<file path="src/rtl/fuzzy_inference_engine.sv">
// Two-input fuzzy controller: triangular fuzzification, min/max rule inference,
// singleton weighted-average defuzzification via a serial restoring divider.
module fuzzy_inference_engine #(
    parameter logic [11:0] OUT_LO  = 12'd0,
    parameter logic [11:0] OUT_MID = 12'd2048,
    parameter logic [11:0] OUT_HI  = 12'd4095
) (
    input  logic        clk,
    input  logic        rst,
    input  logic        start,
    input  logic [11:0] v1,
    input  logic [11:0] v2,
    output logic        busy,
    output logic        done,
    output logic [11:0] out
);

    typedef enum logic [2:0] {IDLE, FUZZ, RULE, MAC, DIV} state_t;

    state_t      state_q;
    logic [11:0] v1_q, v2_q;
    logic [23:0] mu1_q, mu2_q;
    logic [7:0]  wLo_q, wMid_q, wHi_q;
    logic [9:0]  den_q, rem_q;
    logic [21:0] quo_q;
    logic [4:0]  cnt_q;
    logic        busy_q, done_q;
    logic [11:0] out_q;

    logic [7:0]  wLo_d, wMid_d, wHi_d;
    logic [21:0] num_d;
    logic [9:0]  den_d, rem_d;
    logic [21:0] quo_d;
    logic [10:0] remShift;
    logic        geq;

    // Returns {LOW, MID, HIGH} membership degrees; they always sum to 255.
    function automatic logic [23:0] fuzzify(input logic [11:0] x);
        logic [7:0] lo, mid, hi;
        lo  = x[11] ? 8'd0 : 8'((12'd2047 - x) >> 3);
        mid = x[11] ? 8'((12'd4095 - x) >> 3) : 8'(x >> 3);
        hi  = x[11] ? 8'((x - 12'd2048) >> 3) : 8'd0;
        return {lo, mid, hi};
    endfunction

    function automatic logic [7:0] min8(input logic [7:0] a, input logic [7:0] b);
        return (a < b) ? a : b;
    endfunction

    function automatic logic [7:0] max3(input logic [7:0] a, input logic [7:0] b,
                                        input logic [7:0] c);
        logic [7:0] m;
        m = (a > b) ? a : b;
        return (m > c) ? m : c;
    endfunction

    always_comb begin
        wLo_d  = max3(min8(mu1_q[23:16], mu2_q[23:16]),
                      min8(mu1_q[23:16], mu2_q[15:8]),
                      min8(mu1_q[15:8],  mu2_q[23:16]));
        wMid_d = max3(min8(mu1_q[23:16], mu2_q[7:0]),
                      min8(mu1_q[15:8],  mu2_q[15:8]),
                      min8(mu1_q[7:0],   mu2_q[23:16]));
        wHi_d  = max3(min8(mu1_q[15:8],  mu2_q[7:0]),
                      min8(mu1_q[7:0],   mu2_q[15:8]),
                      min8(mu1_q[7:0],   mu2_q[7:0]));
        num_d  = 22'(wLo_q) * 22'(OUT_LO) + 22'(wMid_q) * 22'(OUT_MID)
               + 22'(wHi_q) * 22'(OUT_HI);
        den_d  = 10'(wLo_q) + 10'(wMid_q) + 10'(wHi_q);
    end

    // One restoring-division step: the dividend shifts out of quo_q as quotient bits shift in.
    always_comb begin
        remShift = {rem_q, quo_q[21]};
        geq      = remShift >= {1'b0, den_q};
        rem_d    = geq ? 10'(remShift - {1'b0, den_q}) : remShift[9:0];
        quo_d    = {quo_q[20:0], geq};
    end

    always_ff @(posedge clk or posedge rst) begin
        if (rst) begin
            state_q <= IDLE;
            v1_q    <= '0;
            v2_q    <= '0;
            mu1_q   <= '0;
            mu2_q   <= '0;
            wLo_q   <= '0;
            wMid_q  <= '0;
            wHi_q   <= '0;
            den_q   <= '0;
            rem_q   <= '0;
            quo_q   <= '0;
            cnt_q   <= '0;
            busy_q  <= 1'b0;
            done_q  <= 1'b0;
            out_q   <= '0;
        end else begin
            done_q <= 1'b0;
            case (state_q)
                IDLE: begin
                    if (start) begin
                        v1_q    <= v1;
                        v2_q    <= v2;
                        busy_q  <= 1'b1;
                        state_q <= FUZZ;
                    end
                end
                FUZZ: begin
                    mu1_q   <= fuzzify(v1_q);
                    mu2_q   <= fuzzify(v2_q);
                    state_q <= RULE;
                end
                RULE: begin
                    wLo_q   <= wLo_d;
                    wMid_q  <= wMid_d;
                    wHi_q   <= wHi_d;
                    state_q <= MAC;
                end
                MAC: begin
                    quo_q   <= num_d;
                    den_q   <= den_d;
                    rem_q   <= '0;
                    cnt_q   <= '0;
                    state_q <= DIV;
                end
                DIV: begin
                    // 22 step edges, then one edge to publish so done lands in a fixed cycle.
                    if (cnt_q == 5'd22) begin
                        out_q   <= (den_q == '0) ? OUT_MID : quo_q[11:0];
                        done_q  <= 1'b1;
                        busy_q  <= 1'b0;
                        state_q <= IDLE;
                    end else begin
                        rem_q <= rem_d;
                        quo_q <= quo_d;
                        cnt_q <= cnt_q + 5'd1;
                    end
                end
                default: state_q <= IDLE;
            endcase
        end
    end

    assign busy = busy_q;
    assign done = done_q;
    assign out  = out_q;

endmodule

</file>
<file path="config.mk">
export PLATFORM = sky130hd
export DESIGN_NAME = fuzzy_inference_engine
export DESIGN_NICKNAME = d
export VERILOG_FILES = /design/src/rtl/fuzzy_inference_engine.sv
export SDC_FILE = /design/constraint.sdc
export NUM_CORES = 1
export LEC_CHECK = 0
export ABC_CLOCK_PERIOD_IN_PS = 4900
export CAP_MARGIN = 10
export CORE_MARGIN = 2
export CORE_UTILIZATION = 52
export CTS_BUF_LIST = sky130_fd_sc_hd__clkbuf_4
export DETAILED_ROUTE_END_ITERATION = 7
export PLACE_DENSITY = 0.75
export SYNTH_ARGS = -nofsm -noshare
export SYNTH_HDL_FRONTEND = slang
export SYNTH_SLANG_ARGS = --single-unit
</file>
<file path="constraint.sdc">
create_clock -name clk -period 4.9 [get_ports clk]
set_clock_uncertainty 0.15 [all_clocks]
set_input_delay 0.98 -clock clk [delete_from_list [all_inputs] [get_ports clk]]
set_output_delay 0.98 -clock clk [all_outputs]
set_load 0.05 [all_outputs]
</file>
==> flow_metrics.tcl <==
set metrics [dict create \
    fillers 1981 \
    syn-cell-area_sq_mm 0.0135 \
    crit_fanout 8 \
    drtIter0Drc 947 \
    antenna_found_initial 2 \
    vias 12000 \
    synth_flop_cell "dfrtp_1" \
    cp.arrival_ps 5350 \
    failed_checks "negative setup slack" \
    cts.root.buffer_cell "clkbuf_4" \
    worst_slack_ps -88.6 \
    first_pass_iters 7 \
    ys_seq_area_share_pct 28.5 \
    via_per_inst 5.97 \
    cts.sinks 154 \
    drive_gt1_share_pct 26.4 \
    min_path_type "flop to flop" \
    ios 41 \
    cts-buffers-inserted 17 \
    end_kind "flop" \
    yosysWarnings 0 \
    ys_ff_latch 154 \
    cp.required_ps 5270 \
    tns_ps -568 \
    detailed_place_hpwl_um 27900 \
    synth_edf_count 0 \
    seq_area_sq_mm 0.00386 \
    cpLargestDelayFamily "simple AND/OR/NAND/NOR gates" \
    criticalPathCategory "flop to flop" \
    grt_pass1_vias 11900 \
    ant_nets 0 \
    layout_commonest_cell "ha_1" \
    mappedNetlistNets 1744 \
    wl_um 39100 \
    post-route-period-util_pct 102 \
    die_h_um 165 \
    fmax_ghz 0.200 \
    core_area_sq_mm 0.0258 \
    grt_setup_unrepaired "yes" \
    grt-ovfl-total 0 \
    wl_per_cell_um 19.5 \
    dp_slack_ps -197 \
    portBuffers 34 \
    start_util_pct 52.4 \
    synthArstFlopShare_pct 100 \
    cp_num_buf_inv 4 \
    worst_pin_slew_ps 1410 \
    final_max_slew_viol_count 0 \
    synth_cells 1468 \
    cp_cell_sequence "buf_12, ha_4, nand2_2, nor3_2, buf_4, a21oi_4, buf_6, buf_6, nand2_2, o21ai_2, ha_1, nand4_1, nor2_4, a211o_1, a21oi_4, a22o_1, or2_4, ha_4, nand4_1, o22ai_2, o31ai_4, nand2b_4, o211ai_1" \
    hold_violations 0 \
    finalSetupViolations 15 \
    gp_congestion 0.962 \
    wl_met1_um 15500 \
    outcome "finished, violations left" \
    route.met2.wl_um 19100 \
    routed.top_layer "met5" \
    ctsHoldBuffers 0 \
    max_slew_margin_pct 6.02 \
    finalNonFillerCells 2007 \
    ys_types 69 \
    cp_slowest_cell "dfrtp_2" \
    dieArea_sq_mm 0.0274 \
    drc 0 \
    drv_cap 0 \
    track_usage_pct 28.0 \
    max_stage_delay_ps 520 \
    cts_tree "yes" \
    insertion_delay_ps 630 \
    cts_max_level 4 \
    grt_max_degree 92 \
    final_cell_mix "ha_1 (171), buf_4 (154), dfrtp_1 (145)" \
    dp.cells 1940 \
    area_growth_syn_to_layout_pct 25.1 \
    start_kind "flop" \
    grt_pass1_wl_um 59800 \
    path_clk_slew_ps 180 \
    met3WireLength_um 2320 \
    clock_path_buffers 2 \
    multi_input_area_sq_mm 0.00996 \
    syn_avg_cell_area_sq_um 9.23 \
    die_x_um 165 \
    rows 59 \
    final_nets 1933 \
    fin_crit_ps 4990 \
]
==> stage by stage <==
step | hold WS [ps] | area [sq um] | util (%)
6_report | 354 | 16900 | 65.6
5_1_grt | 389 | 16900 | 65.6
4_1_cts | 353 | 15900 | 61.6
3_5_place_dp | 323 | 15300 | 59.2
3_3_place_gp | 312 | 15300 | 59.2
2_1_floorplan | 300 | 13600 | -
==> final cells by class <==
cell class | instances | share of cell area, %
Antenna cell | 2 | 0.0295
Clock buffer | 17 | 0.753
Clock inverter | 15 | 0.760
Inverter | 142 | 3.17
Multi-Input combinational cell | 1123 | 58.8
Sequential cell | 154 | 22.8
Tap cell | 335 | 2.47
Timing Repair Buffer | 219 | 11.2
==> cell usage after synthesis (6+ instances only) <==
cell type	instances	area share (%)
a211oi_1	6	0.33
fa_1	49	7.2
o21ai_0	119	4.4
nor3_1	9	0.33
nand3_1	17	0.63
and3_1	9	0.42
nand2b_1	19	0.88
inv_1	142	3.9
xnor2_1	15	0.97
o21a_1	12	0.67
nor2_1	101	2.8
nand4_1	14	0.65
xor2_1	10	0.65
a21oi_4	7	0.84
a221oi_1	13	0.84
clkbuf_1	41	1.1
a21oi_1	86	3.2
a31oi_1	11	0.51
nand2_1	138	3.8
mux2i_1	51	3.8
a22o_1	26	1.7
ha_1	200	18
nor2b_1	16	0.74
o211ai_1	17	0.94
o22ai_1	7	0.32
dfrtp_1	154	28
o21ai_1	7	0.26
or2_2	11	0.51
a21o_1	27	1.5
a21boi_0	7	0.39
mux2_2	47	3.9
==> worst register-to-register path, stage by stage (launching register included) <==
cell and delay, ps:
dfrtp_2 520, buf_12 160, ha_4 260, nand2_2 50, nor3_2 180, buf_4 140, a21oi_4 60, buf_6 150
buf_6 130, nand2_2 80, o21ai_2 60, ha_1 300, nand4_1 200, nor2_4 210, a211o_1 210, a21oi_4 120
a22o_1 300, or2_4 280, ha_4 250, nand4_1 230, o22ai_2 290, o31ai_4 130, nand2b_4 190, o211ai_1 220
==> final timing paths <==
kind	startpoint	cells after the start	end	slack [ps]
max	mu1_q[21]	23	wLo_q[2]	-90
min in group asynchronous	rst	2	rem_q[1]	540
max in group asynchronous	rst	3	quo_q[8]	3130
min	den_q[7]	2	den_q[7]	350
min reg2reg	den_q[7]	2	den_q[7]	350
max reg2reg	mu1_q[21]	23	wLo_q[2]	-90
==> cells by family after synthesis <==
family | Yosys count | synth area share, %
flops | 154 | 28.5
mux | 98 | 7.68
fa+ha+maj | 249 | 25.7
xor+xnor | 25 | 1.62
buf+inv | 191 | 5.40
compound gates | 393 | 19.0
simple gates | 358 | 12.1
==> registers in the layout, indices dropped and copies added (netlist names), 9 cells and up <==
register	cells
mu1_q	24
mu2_q	24
quo_q	22
out	12
den_q	10
rem_q	10
v1_q	9
v2_q	9
==> repair_timing <==
item	4_1_cts	5_1_grt
pin swaps	24	82
resized for setup	77	174
setup buffers	6	26
setup endpoints to repair	24	31
cloned	1	0
==> routing by layer <==
layer | global-route usage, % | vias to the layer above
li1 | - | 5588
met1 | 33.0 | 5744
met2 | 49.1 | 496
met3 | 4.85 | 152
met4 | 14.6 | 2
met5 | 0 | -
Power is left out: the tool's default activity adds up to more than one toggle a clock period on the data nets, which glitch-free logic cannot reach.
